==> src/rtl/wave_seq.sv <==
// wave_seq: table-driven waveform sequencer.
//
// A DEPTH-entry step table holds {en, wr, addr, hold}. On a valid start the
// sequencer walks entries 0..len-1, driving each entry's en/wr/addr for
// hold+1 cycles, then either wraps to entry 0 (loop=1) or returns to idle
// and pulses done (loop=0). stop aborts a run at the next edge.
//
// Ports
//   clk, rst           clock, synchronous active-high reset
//   cfg_we/cfg_idx     table write strobe / entry index
//   cfg_en/wr/addr/hold  entry contents (entry lasts cfg_hold+1 cycles)
//   len, loop          active step count (1..DEPTH) and repeat mode, sampled at start
//   start, stop        launch / abort requests
//   en, wr, addr       registered waveform outputs
//   busy               high while running
//   done               one-cycle pulse on one-shot completion
//   step               index of the entry currently driven
module wave_seq #(
    parameter int ADDR_W = 6,
    parameter int DEPTH  = 8,
    parameter int HOLD_W = 8,
    localparam int IDX_W = $clog2(DEPTH)
) (
    input  logic              clk,
    input  logic              rst,
    input  logic              cfg_we,
    input  logic [IDX_W-1:0]  cfg_idx,
    input  logic              cfg_en,
    input  logic              cfg_wr,
    input  logic [ADDR_W-1:0] cfg_addr,
    input  logic [HOLD_W-1:0] cfg_hold,
    input  logic [IDX_W:0]    len,
    input  logic              loop,
    input  logic              start,
    input  logic              stop,
    output logic              en,
    output logic              wr,
    output logic [ADDR_W-1:0] addr,
    output logic              busy,
    output logic              done,
    output logic [IDX_W-1:0]  step
);

    typedef struct packed {
        logic              en;
        logic              wr;
        logic [ADDR_W-1:0] addr;
        logic [HOLD_W-1:0] hold;
    } entry_t;

    typedef enum logic {IDLE = 1'b0, RUN = 1'b1} state_t;

    localparam logic [IDX_W:0] DEPTH_L = (IDX_W+1)'(DEPTH);

    entry_t tbl [DEPTH];

    state_t            state_q, state_d;
    logic [HOLD_W-1:0] hold_q, hold_d;
    logic [IDX_W:0]    len_q, len_d;
    logic              loop_q, loop_d;
    logic              en_d, wr_d, done_d;
    logic [ADDR_W-1:0] addr_d;
    logic [IDX_W-1:0]  step_d;

    logic              load, clear;
    logic [IDX_W-1:0]  load_idx;
    logic [IDX_W:0]    step_inc;
    logic              len_ok;

    // One bit wider than step so the comparison against len (up to DEPTH)
    // cannot wrap.
    assign step_inc = {1'b0, step} + {{IDX_W{1'b0}}, 1'b1};
    assign len_ok   = (len != '0) && (len <= DEPTH_L);
    assign busy     = (state_q == RUN);

    // Table: written in any state; the entry is read at load time, so a
    // write to a step that has not been reached yet shows up in this run.
    always_ff @(posedge clk) begin
        if (rst) begin
            for (int i = 0; i < DEPTH; i++) tbl[i] <= '0;
        end else if (cfg_we) begin
            tbl[cfg_idx] <= '{en: cfg_en, wr: cfg_wr, addr: cfg_addr, hold: cfg_hold};
        end
    end

    always_ff @(posedge clk) begin
        if (rst) begin
            state_q <= IDLE;
            hold_q  <= '0;
            len_q   <= '0;
            loop_q  <= 1'b0;
            en      <= 1'b0;
            wr      <= 1'b0;
            addr    <= '0;
            step    <= '0;
            done    <= 1'b0;
        end else begin
            state_q <= state_d;
            hold_q  <= hold_d;
            len_q   <= len_d;
            loop_q  <= loop_d;
            en      <= en_d;
            wr      <= wr_d;
            addr    <= addr_d;
            step    <= step_d;
            done    <= done_d;
        end
    end

    always_comb begin
        state_d  = state_q;
        hold_d   = hold_q;
        len_d    = len_q;
        loop_d   = loop_q;
        en_d     = en;
        wr_d     = wr;
        addr_d   = addr;
        step_d   = step;
        done_d   = 1'b0;
        load     = 1'b0;
        clear    = 1'b0;
        load_idx = '0;

        case (state_q)
            IDLE: begin
                if (start && !stop && len_ok) begin
                    state_d = RUN;
                    len_d   = len;
                    loop_d  = loop;
                    load    = 1'b1;
                end
            end
            RUN: begin
                // stop beats both advance and wrap
                if (stop) begin
                    clear = 1'b1;
                end else if (hold_q != '0) begin
                    hold_d = hold_q - 1'b1;
                end else if (step_inc < len_q) begin
                    load     = 1'b1;
                    load_idx = step_inc[IDX_W-1:0];
                end else if (loop_q) begin
                    load = 1'b1;
                end else begin
                    clear  = 1'b1;
                    done_d = 1'b1;
                end
            end
            default: clear = 1'b1;
        endcase

        if (load) begin
            en_d   = tbl[load_idx].en;
            wr_d   = tbl[load_idx].wr;
            addr_d = tbl[load_idx].addr;
            hold_d = tbl[load_idx].hold;
            step_d = load_idx;
        end

        if (clear) begin
            state_d = IDLE;
            en_d    = 1'b0;
            wr_d    = 1'b0;
            addr_d  = '0;
            step_d  = '0;
            hold_d  = '0;
        end
    end

endmodule

==> config.mk <==
export PLATFORM = sky130hd
export DESIGN_NAME = wave_seq
export DESIGN_NICKNAME = d
export VERILOG_FILES = /design/src/rtl/wave_seq.sv
export SDC_FILE = /design/constraint.sdc
export NUM_CORES = 1
export LEC_CHECK = 0
export BUFFER_PORTS_ARGS = -buffer_cell sky130_fd_sc_hd__buf_4
export CORE_MARGIN = 5
export CORE_UTILIZATION = 45
export CTS_BUF_LIST = sky130_fd_sc_hd__clkbuf_4 sky130_fd_sc_hd__clkbuf_8
export CTS_CLUSTER_DIAMETER = 50
export DETAILED_ROUTE_END_ITERATION = 16
export RECOVER_POWER = 50
export SYNTH_ARGS = -nofsm -noshare
export SYNTH_HDL_FRONTEND = slang
export SYNTH_SLANG_ARGS = --single-unit
==> constraint.sdc <==
create_clock -name clk -period 5.4 [get_ports clk]
set_input_delay 0.27 -clock clk [delete_from_list [all_inputs] [get_ports clk]]
set_output_delay 0.27 -clock clk [all_outputs]
set_load 0.01 [all_outputs]
==> flow_summary.json <==
{
  "grt_pass1_wl_mm": 28.1,
  "ys_seq_elements": 154,
  "synth_nets": 650,
  "clk-insertion-delay-late_ns": 0.46,
  "p_int_mw": 2.00,
  "seq_power_share": 0.533,
  "ys_async_sr_fraction": 0,
  "setup_tns_ns": 0,
  "antenna_cells": 0,
  "status": "finished clean",
  "detail-route-antenna-nets": 0,
  "worst_slew_pin_slew_ns": 1.39,
  "rsz0062_at_grt": "false",
  "wl_per_cell_um": 20.4,
  "dr.pass1.iters": 5,
  "cp-start-kind": "register",
  "cts_root_buf": "clkbuf_8",
  "die_w_um": 139,
  "max_freq_mhz": 220,
  "htreeDepth": 4,
  "io-pin-count": 42,
  "grt_pass1_vias": 4954,
  "syn_inst": 615,
  "post_cts_buffers": 0,
  "hp-class": "in2reg",
  "die_area_um2": 19300,
  "synth_cell_types": 48,
  "combPwrFrac": 0.084,
  "chipHeight_um": 139,
  "cts_resized": 0,
  "criticalPathCategory": "reg2reg",
  "num_rows": 47,
  "vias_per_cell": 5.57,
  "drive_gt1_frac": 0.152,
  "switching_share": 0.229,
  "drc": 0,
  "worst_ep_required_time_ns": 5.70,
  "syn_area_um2": 7470,
  "cp_slowest_stage_delay_ns": 0.93,
  "cts_tree": "yes",
  "synthSimpleGateAreaFrac": 0.201,
  "areaGrowthSynthToFinish_pct": 11.3,
  "grt-ovfl-total": 0,
  "critical_path.top_delay_family": "XOR/XNOR gates",
  "maxCapViolCount": 0,
  "drv_slew": 0,
  "cp_slowest_cell": "xnor2_1",
  "crit_arrival_ns": 4.84,
  "n_fill_cell": 1467,
  "fin_crit_sh": 0.841,
  "crit_chain": "ha_2 > xnor2_1 > inv_1 > ha_1 > a21o_1 > a22oi_1 > nand3_2 > mux2i_1 > a211o_1 > a31oi_1",
  "port-buffer-count": 41,
  "path_clk_slew_ns": 0.09,
  "core-area_um2": 16500,
  "grt_max_degree": 69,
  "antenna_found_initial": 0,
  "ir_worst_vdd_v": 0.000186,
  "p_switching_mw": 0.593,
  "critPathMaxFanout": 34,
  "routed-via-count": 4919,
  "power_density_nw_per_um2": 311,
  "power.total_mw": 2.59,
  "final_nets": 685,
  "synth_top_family_by_area": "simple AND/OR/NAND/NOR gates",
  "gr-usage-all-layers": 0.191,
  "p_clk_frac": 0.382,
  "place_hpwl_mm": 11.5,
  "syn_avg_cell_area_um2": 12.2,
  "cts_buffers": 17,
  "synth_compound_area_frac": 0.0912,
  "stdcell_area_um2": 8320,
  "gp_congestion": 0.844,
  "synth_adder_area_share": 0.0100,
  "wl_mm": 18.0,
  "critPathCaptureType": "register",
  "cts.sinks": 154,
  "synth_edf_count": 128,
  "place_area_um2": 7950,
  "clockBufferDepth": 2,
  "finalCriticalPeriod_ns": 4.54,
  "synth_area_leader_cell": "edfxtp_1",
  "ys_top_cells_by_area": "edfxtp_1 (51%), and2_1 (11%), dfxtp_1 (7.0%)",
  "yosysWarningCount": 0,
  "synth_ff_type": "edfxtp_1",
  "finalSetupViolations": 0,
  "yosys-mux-area-fraction": 0.0777,
  "skew_ns": 0.0179,
  "dr.first_iter.drc_count": 316,
  "synth_top_cell_area_share": 0.514,
  "start_util": 0.454,
  "cts-hold-fix-buffers": 0,
  "leakagePower_nw": 2.81,
  "hold_viol_final": 0,
  "synth_xor_area_frac": 0.00703,
  "crit_buf_inv": 1,
  "yosysSeqAreaShare": 0.584,
  "slew_headroom": 0.0761
}
[worst paths after layout]
| check | from | end | slack [ns] | cells past startpoint |
|---|---|---|---|---|
| worst max-delay path | step[1] | addr[3] | 0.86 | 10 |
| worst min-delay path | loop | loop_q | 0.04 | 3 |
| worst max register to register | step[1] | addr[3] | 0.86 | 10 |
| worst min register to register | loop_q | done | 0.49 | 1 |
[final cells by class]
cell class                      count  area (um2)  area share
Clock buffer                       19         249      0.0299
Clock inverter                     13         200      0.0241
Timing Repair Buffer               51         304      0.0365
Tap cell                          220         275      0.0331
Multi-Input combinational cell    418        2900       0.348
Inverter                            8        30.0     0.00361
Sequential cell                   154        4370       0.525
[state kept, by name, indices dropped and copies added, names as in the netlist]
register	count
addr	6
done	1
loop_q	1
tbl	128
wr	1
en	1
len_q	4
busy	1
step	3
hold_q	8
[through the flow]
stage	worst slack, ns	utilization	instances	hold slack [ns]
after floorplan	2.15	-	615	0.417
after global placement	1.05	0.483	851	0.471
after detailed placement	0.960	0.483	851	0.484
after CTS	0.914	0.510	883	0.0189
after global routing	0.511	0.505	883	0.0570
final	0.861	0.505	883	0.0419
[cells in the final DEF (no fill, tap or decap), types with 17 or more instances in the layout]
master and count:
a21oi_1 25, and2_0 57, and2_1 73, buf_4 30, clkbuf_1 21, clkbuf_8 17
dfxtp_1 25, edfxtp_1 128, mux2_2 18, mux2i_1 22, nand2_1 20, nor2_1 31
[metal layers]
| metal | global-route usage | wire (um) | part of all wire |
|---|---|---|---|
| met5 | 0 | 0 | 0 |
| met3 | 0.0383 | 907 | 0.050 |
| met2 | 0.307 | 8590 | 0.48 |
| met4 | 0.0639 | 292 | 0.016 |
| met1 | 0.261 | 8210 | 0.46 |
[worst register-to-register path: cells and delay by family (launching register included)]
family                   cells  cell delay [ns]
XOR/XNOR                     1             0.93
AO/OA/AOI/OAI                4             0.87
AND/OR/NAND/NOR              1             0.67
multiplexers                 1             0.61
adder cells (fa/ha/maj)      2             0.58
buffers and inverters        1             0.38
flip-flops                   1             0.35
[cells by family after synthesis]
kind of cell / Yosys count
AND/OR/NAND/NOR: 259
flip-flops: 154
buffers and inverters: 43
multiplexers: 47
XOR/XNOR: 6
AO/OA/AOI/OAI: 100
adder cells (fa/ha/maj): 6
[cells in the mapped netlist, drive strengths merged, types with 3 or more instances]
library cell  number
nand2             20
or2                8
mux2              18
a21o               3
a211o              8
nor2b              9
o31ai              3
buf               15
a31oi             16
ha                 6
nor3              14
o211ai            12
a311oi             8
nor4               5
nand2b            16
dfxtp             26
nor2              32
mux4               7
a21oi             25
o22ai             12
mux2i             22
a22o               8
clkbuf            20
nand3             10
edfxtp           128
and2             130
xor2               4
inv                8
and3              10
[power by group through the flow]
stage	Clock [mW]	Combinational, mW	Sequential, mW
after floorplan	0	0.142	1.40
final	0.990	0.219	1.38
after global routing	1.06	0.244	1.39
after global placement	0	0.220	1.41
after CTS	1.00	0.224	1.38
after detailed placement	0	0.223	1.41
Note: power is estimated with default switching activity, not from simulation.
